--- config.mk ---
export PLATFORM = sky130hd
export DESIGN_NAME = waveform_burst_ctrl
export DESIGN_NICKNAME = d
export VERILOG_FILES = /design/src/rtl/waveform_burst_ctrl_pkg.sv /design/src/rtl/waveform_burst_ctrl_period_counter.sv /design/src/rtl/waveform_burst_ctrl.sv
export SDC_FILE = /design/constraint.sdc
export NUM_CORES = 1
export LEC_CHECK = 0
export CORE_UTILIZATION = 45
export CTS_CLUSTER_SIZE = 28
export DETAILED_ROUTE_END_ITERATION = 8
export PLACE_DENSITY_LB_ADDON = 0.1
export RECOVER_POWER = 50
export SLEW_MARGIN = 10
export SYNTH_ARGS = -nofsm -noshare
export SYNTH_HDL_FRONTEND = slang
export SYNTH_SLANG_ARGS = --single-unit
--- constraint.sdc ---
create_clock -name clk -period 5.5 [get_ports clk]
set_input_delay 0.825 -clock clk [delete_from_list [all_inputs] [get_ports clk]]
set_output_delay 0.825 -clock clk [all_outputs]
set_load 0.05 [all_outputs]
--- src/rtl/waveform_burst_ctrl_pkg.sv ---
// rtl/waveform_burst_ctrl_pkg.sv - shared FSM state encoding for the waveform burst controller
package waveform_burst_ctrl_pkg;

    typedef enum logic [1:0] {
        IDLE = 2'd0,
        LOAD = 2'd1,
        RUN  = 2'd2,
        DONE = 2'd3
    } state_t;

endpackage

--- src/rtl/waveform_burst_ctrl_period_counter.sv ---
// rtl/waveform_burst_ctrl_period_counter.sv - N-bit period counter with clear, load and count enable
module period_counter #(
    parameter int N = 8
) (
    input  logic         clk,
    input  logic         rst_n,
    input  logic         clr,
    input  logic         load,
    input  logic         en,
    input  logic [N-1:0] din,
    output logic [N-1:0] q,
    output logic         carry
);

    // Priority: clear over load over increment
    always_ff @(posedge clk or negedge rst_n) begin
        if (!rst_n) begin
            q <= '0;
        end else if (clr) begin
            q <= '0;
        end else if (load) begin
            q <= din;
        end else if (en) begin
            q <= q + 1'b1;
        end
    end

    assign carry = (&q) & en;

endmodule

--- src/rtl/waveform_burst_ctrl.sv ---
// rtl/waveform_burst_ctrl.sv - square-wave generator with burst/continuous sequencing FSM
module waveform_burst_ctrl
    import waveform_burst_ctrl_pkg::*;
#(
    parameter int N  = 8,
    parameter int BW = 8
) (
    input  logic          clk,
    input  logic          rst_n,
    input  logic          start,
    input  logic          stop,
    input  logic          cont,
    input  logic [N-1:0]  preset,
    input  logic [BW-1:0] burst,
    output logic          busy,
    output logic          tick,
    output logic          wave,
    output logic          done,
    output logic [N-1:0]  cnt
);

    state_t        state;
    state_t        next_state;
    logic [N-1:0]  preset_s;
    logic [BW-1:0] remaining;
    logic          cont_s;
    logic          wave_r;
    logic          carry;
    logic          start_ok;
    logic          last_tick;
    logic          cnt_clr;
    logic          cnt_load;
    logic          cnt_en;

    assign start_ok  = start & ~stop & (cont | (burst != '0));
    assign tick      = carry;
    assign last_tick = tick & ~cont_s & (remaining == BW'(1));

    always_ff @(posedge clk or negedge rst_n) begin
        if (!rst_n) begin
            state <= IDLE;
        end else begin
            state <= next_state;
        end
    end

    // stop wins over a coincident final tick, so no DONE pass in that case
    always_comb begin
        next_state = state;
        case (state)
            IDLE:    if (start_ok) next_state = LOAD;
            LOAD:    next_state = stop ? IDLE : RUN;
            RUN: begin
                if (stop) begin
                    next_state = IDLE;
                end else if (last_tick) begin
                    next_state = DONE;
                end
            end
            DONE:    next_state = IDLE;
            default: next_state = IDLE;
        endcase
    end

    assign cnt_clr  = (next_state == IDLE);
    assign cnt_load = (state == LOAD) | tick;
    assign cnt_en   = (state == RUN);

    period_counter #(
        .N(N)
    ) u_period_counter (
        .clk   (clk),
        .rst_n (rst_n),
        .clr   (cnt_clr),
        .load  (cnt_load),
        .en    (cnt_en),
        .din   (preset_s),
        .q     (cnt),
        .carry (carry)
    );

    // Shadow copies isolate the running sequence from input changes
    always_ff @(posedge clk or negedge rst_n) begin
        if (!rst_n) begin
            preset_s  <= '0;
            remaining <= '0;
            cont_s    <= 1'b0;
        end else if (state == IDLE && start_ok) begin
            preset_s  <= preset;
            remaining <= burst;
            cont_s    <= cont;
        end else if (tick && !cont_s) begin
            remaining <= remaining - 1'b1;
        end
    end

    always_ff @(posedge clk or negedge rst_n) begin
        if (!rst_n) begin
            wave_r <= 1'b0;
        end else if (next_state == IDLE || state == LOAD) begin
            wave_r <= 1'b0;
        end else if (tick) begin
            wave_r <= ~wave_r;
        end
    end

    assign wave = wave_r;
    assign busy = (state != IDLE);
    assign done = (state == DONE);

endmodule

* After elaboration in Yosys (flattened, before gate mapping)
Cells that the tools add are included.
** Storage, ports and cells
- Bits of input ports :: 21
- Word-level logic and storage cells :: 46
- Output and inout port bits :: 12
- Bits in registers :: 28
** Operators by class
- Bitwise logic cells :: 10
- Muxes and demuxes :: 12
- $add $sub $neg :: 2
- Reductions and logical operators :: 12
- Eq/ne operators :: 4
** Operators by type and width (count)
- $mux W8 :: 5
- $add A8 B1 Y8 const B :: 1
- $eq A8 B1 Y1 const B :: 1
- $mux W2 :: 4
- $pmux W2 S4 :: 1
- $reduce_and A8 Y1 :: 1
- $reduce_bool A8 Y1 :: 1
- $sub A8 B1 Y8 const B :: 1
- $reduce_bool A2 Y1 :: 3
- $and A1 B1 Y1 :: 5
- $eq A2 B2 Y1 const B :: 2
- $logic_not A2 Y1 :: 2
- $not A1 Y1 :: 3
- $reduce_bool A3 Y1 :: 1
- $eq A2 B1 Y1 const B :: 1
- $logic_and A1 B1 Y1 :: 2
- $mux W1 :: 2
- $or A1 B1 Y1 :: 2
- $logic_not A1 Y1 :: 1
- $logic_or A1 B1 Y1 :: 1

* Longest topological paths before layout
- Word-level depth :: 10
- Mapped depth :: 7
- Mapped depth without buffers :: 6

* Cells and area by module
A second synthesis with hierarchy kept.
** Second synthesis, totals
- Cell total of the unflattened synthesis :: 139
- Area total of the unflattened synthesis :: 1461.4 um^2
** By module, submodules not included
- waveform_burst_ctrl :: instances 1, cells an instance 88, sequential area each 500.5 um^2, area an instance 1002.2 um^2
- period_counter :: instances 1, cells an instance 51, sequential area each 200.2 um^2, area an instance 459.2 um^2

* Worst setup path before layout
OpenSTA, ideal clock, no wires.
- Path kind :: flip-flop to output port
- Start point :: reg u_period_counter.q[0]
- End point :: out tick
- Buffers on the path :: 1
- Cell stages (with the launch flop) :: 6
- Arrival time :: 2.154 ns
- Required time :: 4.675 ns
- Setup slack :: 2.521 ns
- Cells stage by stage :: dfrtp_1 > ha_1 > and3_1 > clkbuf_1 > nand2_1 > nor2_1
** On the way
- Cells in the longest elaborated chain, start to end :: 2
** Ends and longest elaborated chain
- start, declared :: line waveform_burst_ctrl_period_counter.sv:11 : output logic [N-1:0] q,
- start signal, assigned :: line waveform_burst_ctrl_period_counter.sv:22 : q <= din;
- start signal, assigned :: line waveform_burst_ctrl_period_counter.sv:24 : q <= q + 1'b1;
- $reduce_and A8 Y1 :: line waveform_burst_ctrl_period_counter.sv:28 : assign carry = (&q) & en;
- $and A1 B1 Y1 :: line waveform_burst_ctrl_period_counter.sv:28
- end, declared :: line waveform_burst_ctrl.sv:16 : output logic tick,
No other way between the ends.

* Worst setup path after layout
- Start point :: reg u_period_counter.q[1]
- End point :: out tick
Same word-level chain as after synthesis.

==> flow_metrics.tcl <==
set metrics [dict create \
    rr_startpoint "state[1]" \
    synth_xor_xnor_area_share_pct 1.502 \
    hold_depth 1 \
    cp_cell_sequence "ha_1 > and3_1 > nand2_1 > nor2_1 > clkdlybuf4s50_1" \
    relSlewSlack_pct -1.698 \
    max_freq_mhz 301.0 \
    syn_area_um2 1749 \
    ant_nets 0 \
    ctsHoldBuffers 0 \
    initial_core_util_pct 47.42 \
    yosys.area.top_type_share_pct 40.06 \
    ys_ff_latch 28 \
    wl_um 4350 \
    async_reset_ff_share_pct 100.0 \
    dpl.hpwl_um 3177 \
    nets 227 \
    grt.busiest_layer "met2" \
    synth_cell_types 52 \
    slowest_stage "clkdlybuf4s50_1" \
    diodes 0 \
    cts.sinks 28 \
    r2r_end "u_period_counter.q[4]" \
    p_int_uw 348.8 \
    rsz0062_at_grt "no" \
    die_area_um2 4140 \
    setup-tns-final_ns 0 \
    critPathKind "register to output pin" \
    path_buf_inv 1 \
    grt_usage_pct 22.96 \
    slew_viol_final 29 \
    reg2reg_setup_slack_ns 2.87 \
    crit_fanout 8 \
    min_from "preset_s[7]" \
    clk_pin_slew_worst_paths_ns 0.09 \
    first_global_vias 1558 \
    sw_frac_of_total_pct 31.79 \
    power_density_nw_per_um2 240.7 \
    ys_seq_area_share_pct 40.06 \
    fin_crit_sh_pct 60.41 \
    cap_violations 1 \
    yosys.area_share.adder_pct 2.146 \
    final_util_pct 57.60 \
    finalPower_uw 511.4 \
    power_frac_clock_pct 21.8 \
    cts_htree_levels 1 \
    ir_worst_vdd_v 0.0001135 \
    wl_per_cell_um 17.47 \
    viasPerCell 6.153 \
    die_h_um 64.35 \
    synth_mux_area_share_pct 10.66 \
    ff2ff_path_depth 4 \
    cts_setup_buffers 0 \
    row_count 22 \
    globalRouteMet3Util_pct 2.500 \
    coreArea_um2 3689 \
    cts_tree "built" \
    port_buffers 32 \
    switchingPower_uw 162.5 \
    hold_violations 0 \
    fillers 345 \
    setup_viol 0 \
    synthCells 175 \
    yosysTopAreaCell "dfrtp_1" \
    grt_max_degree 29 \
    avgSynthCellArea_um2 9.995 \
    critPathArrivalTime_ns 2.50 \
    clockRootBuffer "clkbuf_8" \
    skew_ns 0.001523 \
    synth-simple-area-share_pct 23.89 \
    cts_resized 0 \
    ys.flop_type "dfrtp_1" \
    antenna_found_initial 0 \
    gr-usage-met1_pct 27.07 \
    synth_top_family_by_area "simple AND/OR/NAND/NOR gates" \
    end_kind "output pin" \
    drc 0 \
    gp_congestion 0.7838 \
    synth_edf_count 0 \
    dr_total_vias 1532 \
    clock_path_buffers 2 \
    hold_end "preset_s[7]" \
    cpPeakStageDelay_ns 0.81 \
    leakagePower_nw 0.8087 \
    area_delta_synth_final_pct 21.46 \
    worstMarginPinSlew_ns 1.525 \
    drtIter0Drc 91 \
    startpoint_type "register" \
    post-route-min-period_ns 3.322 \
    grt_overflow 0 \
    outcome "complete, but fails checks" \
    ys_warn_count 0 \
    synth_compound_area_share_pct 18.24 \
    numCtsBuffers 3 \
    ios 33 \
    first_pass_iters 4 \
    grt_use_met2_pct 42.11 \
    critical_path.top_delay_family "buffers and inverters" \
    seqPwrFrac_pct 53.6 \
    die_x_um 64.35 \
    syn_nets 199 \
    cp.required_ns 4.68 \
    violations "max-capacitance violations, max-slew violations" \
    grt_pass1_wl_um 7286 \
    combPwrFrac_pct 24.6 \
    hp-class "register to register" \
    clk-insertion-delay-late_ns 0.27 \
    drive_gt1_share_pct 12.44 \
    synth_area_leaders "dfrtp_1, mux2_2, o21ai_0, nand2_1, a211oi_1" \
]
-- placed cells by master, fill, tap and decap left out, types with 2 or more instances in the layout --
master,netlist,layout
dfrtp_1,28,28
clkdlybuf4s50_1,0,26
nand2_1,14,14
mux2_2,13,13
o21ai_0,11,11
a21oi_1,7,7
nor2_1,6,6
a211oi_1,6,6
dlygate4sd3_1,0,6
or4_1,4,4
nor3_1,4,4
nand3_1,4,4
nand4_1,4,4
nor4_1,4,4
mux2i_1,4,4
and3_1,3,3
or3_1,3,3
inv_1,3,3
and2_1,3,3
a31oi_1,3,3
ha_1,3,3
clkbuf_8,0,3
and4_1,2,2
nand2b_1,2,2
o31ai_1,2,2
xor2_1,2,2
a31o_2,2,2
nor3b_1,2,2
nor2b_1,2,2
a221o_1,2,2
-- synthesized netlist by cell type, types with 2 or more instances --
master and instances:
buf_4 2, or3_1 3, and2_1 3, a221o_1 2, a21oi_1 7, mux2_2 13, nand3_1 4, a31oi_1 3
nor2b_1 2, nand2_1 14, a31o_2 2, dfrtp_1 28, o31ai_1 2, o21ai_0 11, clkbuf_1 4, nor3b_1 2
and3_1 3, and4_1 2, nor2_1 6, or4_1 4, nand2b_1 2, nand4_1 4, nor3_1 4, nor4_1 4
xor2_1 2, a211oi_1 6, inv_1 3, ha_1 3, buf_2 4, mux2i_1 4
-- logic make-up (layout without fill, tap and decap cells) --
logic type | count (synthesis) | in the layout
compound gates | 46 | 46
buf+inv | 13 | 39
xor+xnor | 3 | 3
mux | 17 | 17
simple gates | 65 | 65
flops | 28 | 28
fa+ha+maj | 3 | 3
-- registers in the layout, summed over array words and instances, names as in the netlist --
register / count
preset_s: 8
u_period_counter.q: 8
cont_s: 1
remaining: 8
state: 2
wave: 1
-- how the worst max path moves through the flow --
stage                                from                    end  depth (start not counted)
finish              u_period_counter.q[1]                   tick                          5
global route        u_period_counter.q[1]                   tick                          5
CTS                 u_period_counter.q[1]                   tick                          5
detailed placement               burst[5]  u_period_counter.q[4]                          5
global placement                 burst[5]  u_period_counter.q[4]                          5
floorplan           u_period_counter.q[0]                   tick                          5
-- per-stage QoR --
stage / worst slack [ns] / area (um2) / cells / hold WS (ns)
2_1_floorplan: 2.521 / 1749 / 175 / 0.4722
3_5_place_dp: 2.242 / 2087 / 246 / 0.5163
5_1_grt: 1.985 / 2125 / 249 / 0.5658
3_3_place_gp: 2.332 / 2087 / 246 / 0.5149
6_report: 2.178 / 2125 / 249 / 0.5299
4_1_cts: 2.148 / 2128 / 249 / 0.5354
-- worst register-to-register path: stages, from the launching register on --
cell      delay, ns
dfrtp_1        0.69
nor4b_4        0.58
o31a_1         0.79
a211oi_2       0.21
a211oi_1       0.27
-- power by group through the flow --
stage                     logic [mW]  registers, mW  clock network [mW]
after global routing           0.139          0.279               0.124
after CTS                      0.128          0.273               0.113
after floorplan               0.0827          0.271                   0
after global placement         0.124          0.276                   0
final                          0.126          0.274               0.111
after detailed placement       0.128          0.278                   0
-- cell type report --
cell class	instances	area (um2)	area share [%]
inverters	3	11.26	0.5300
clock buffers	3	41.29	1.943
flip-flops and latches	28	700.7	32.98
repair buffers	33	324.1	15.25
well taps	48	60.06	2.827
multi-input cells	134	987.2	46.47
-- routing by layer --
layer	vias up	wire length, um
met5	-	0
met4	0	54
met3	6	118
met2	33	2285
met1	766	1892
li1	727	-
Note: power is estimated with default switching activity, not from simulation.
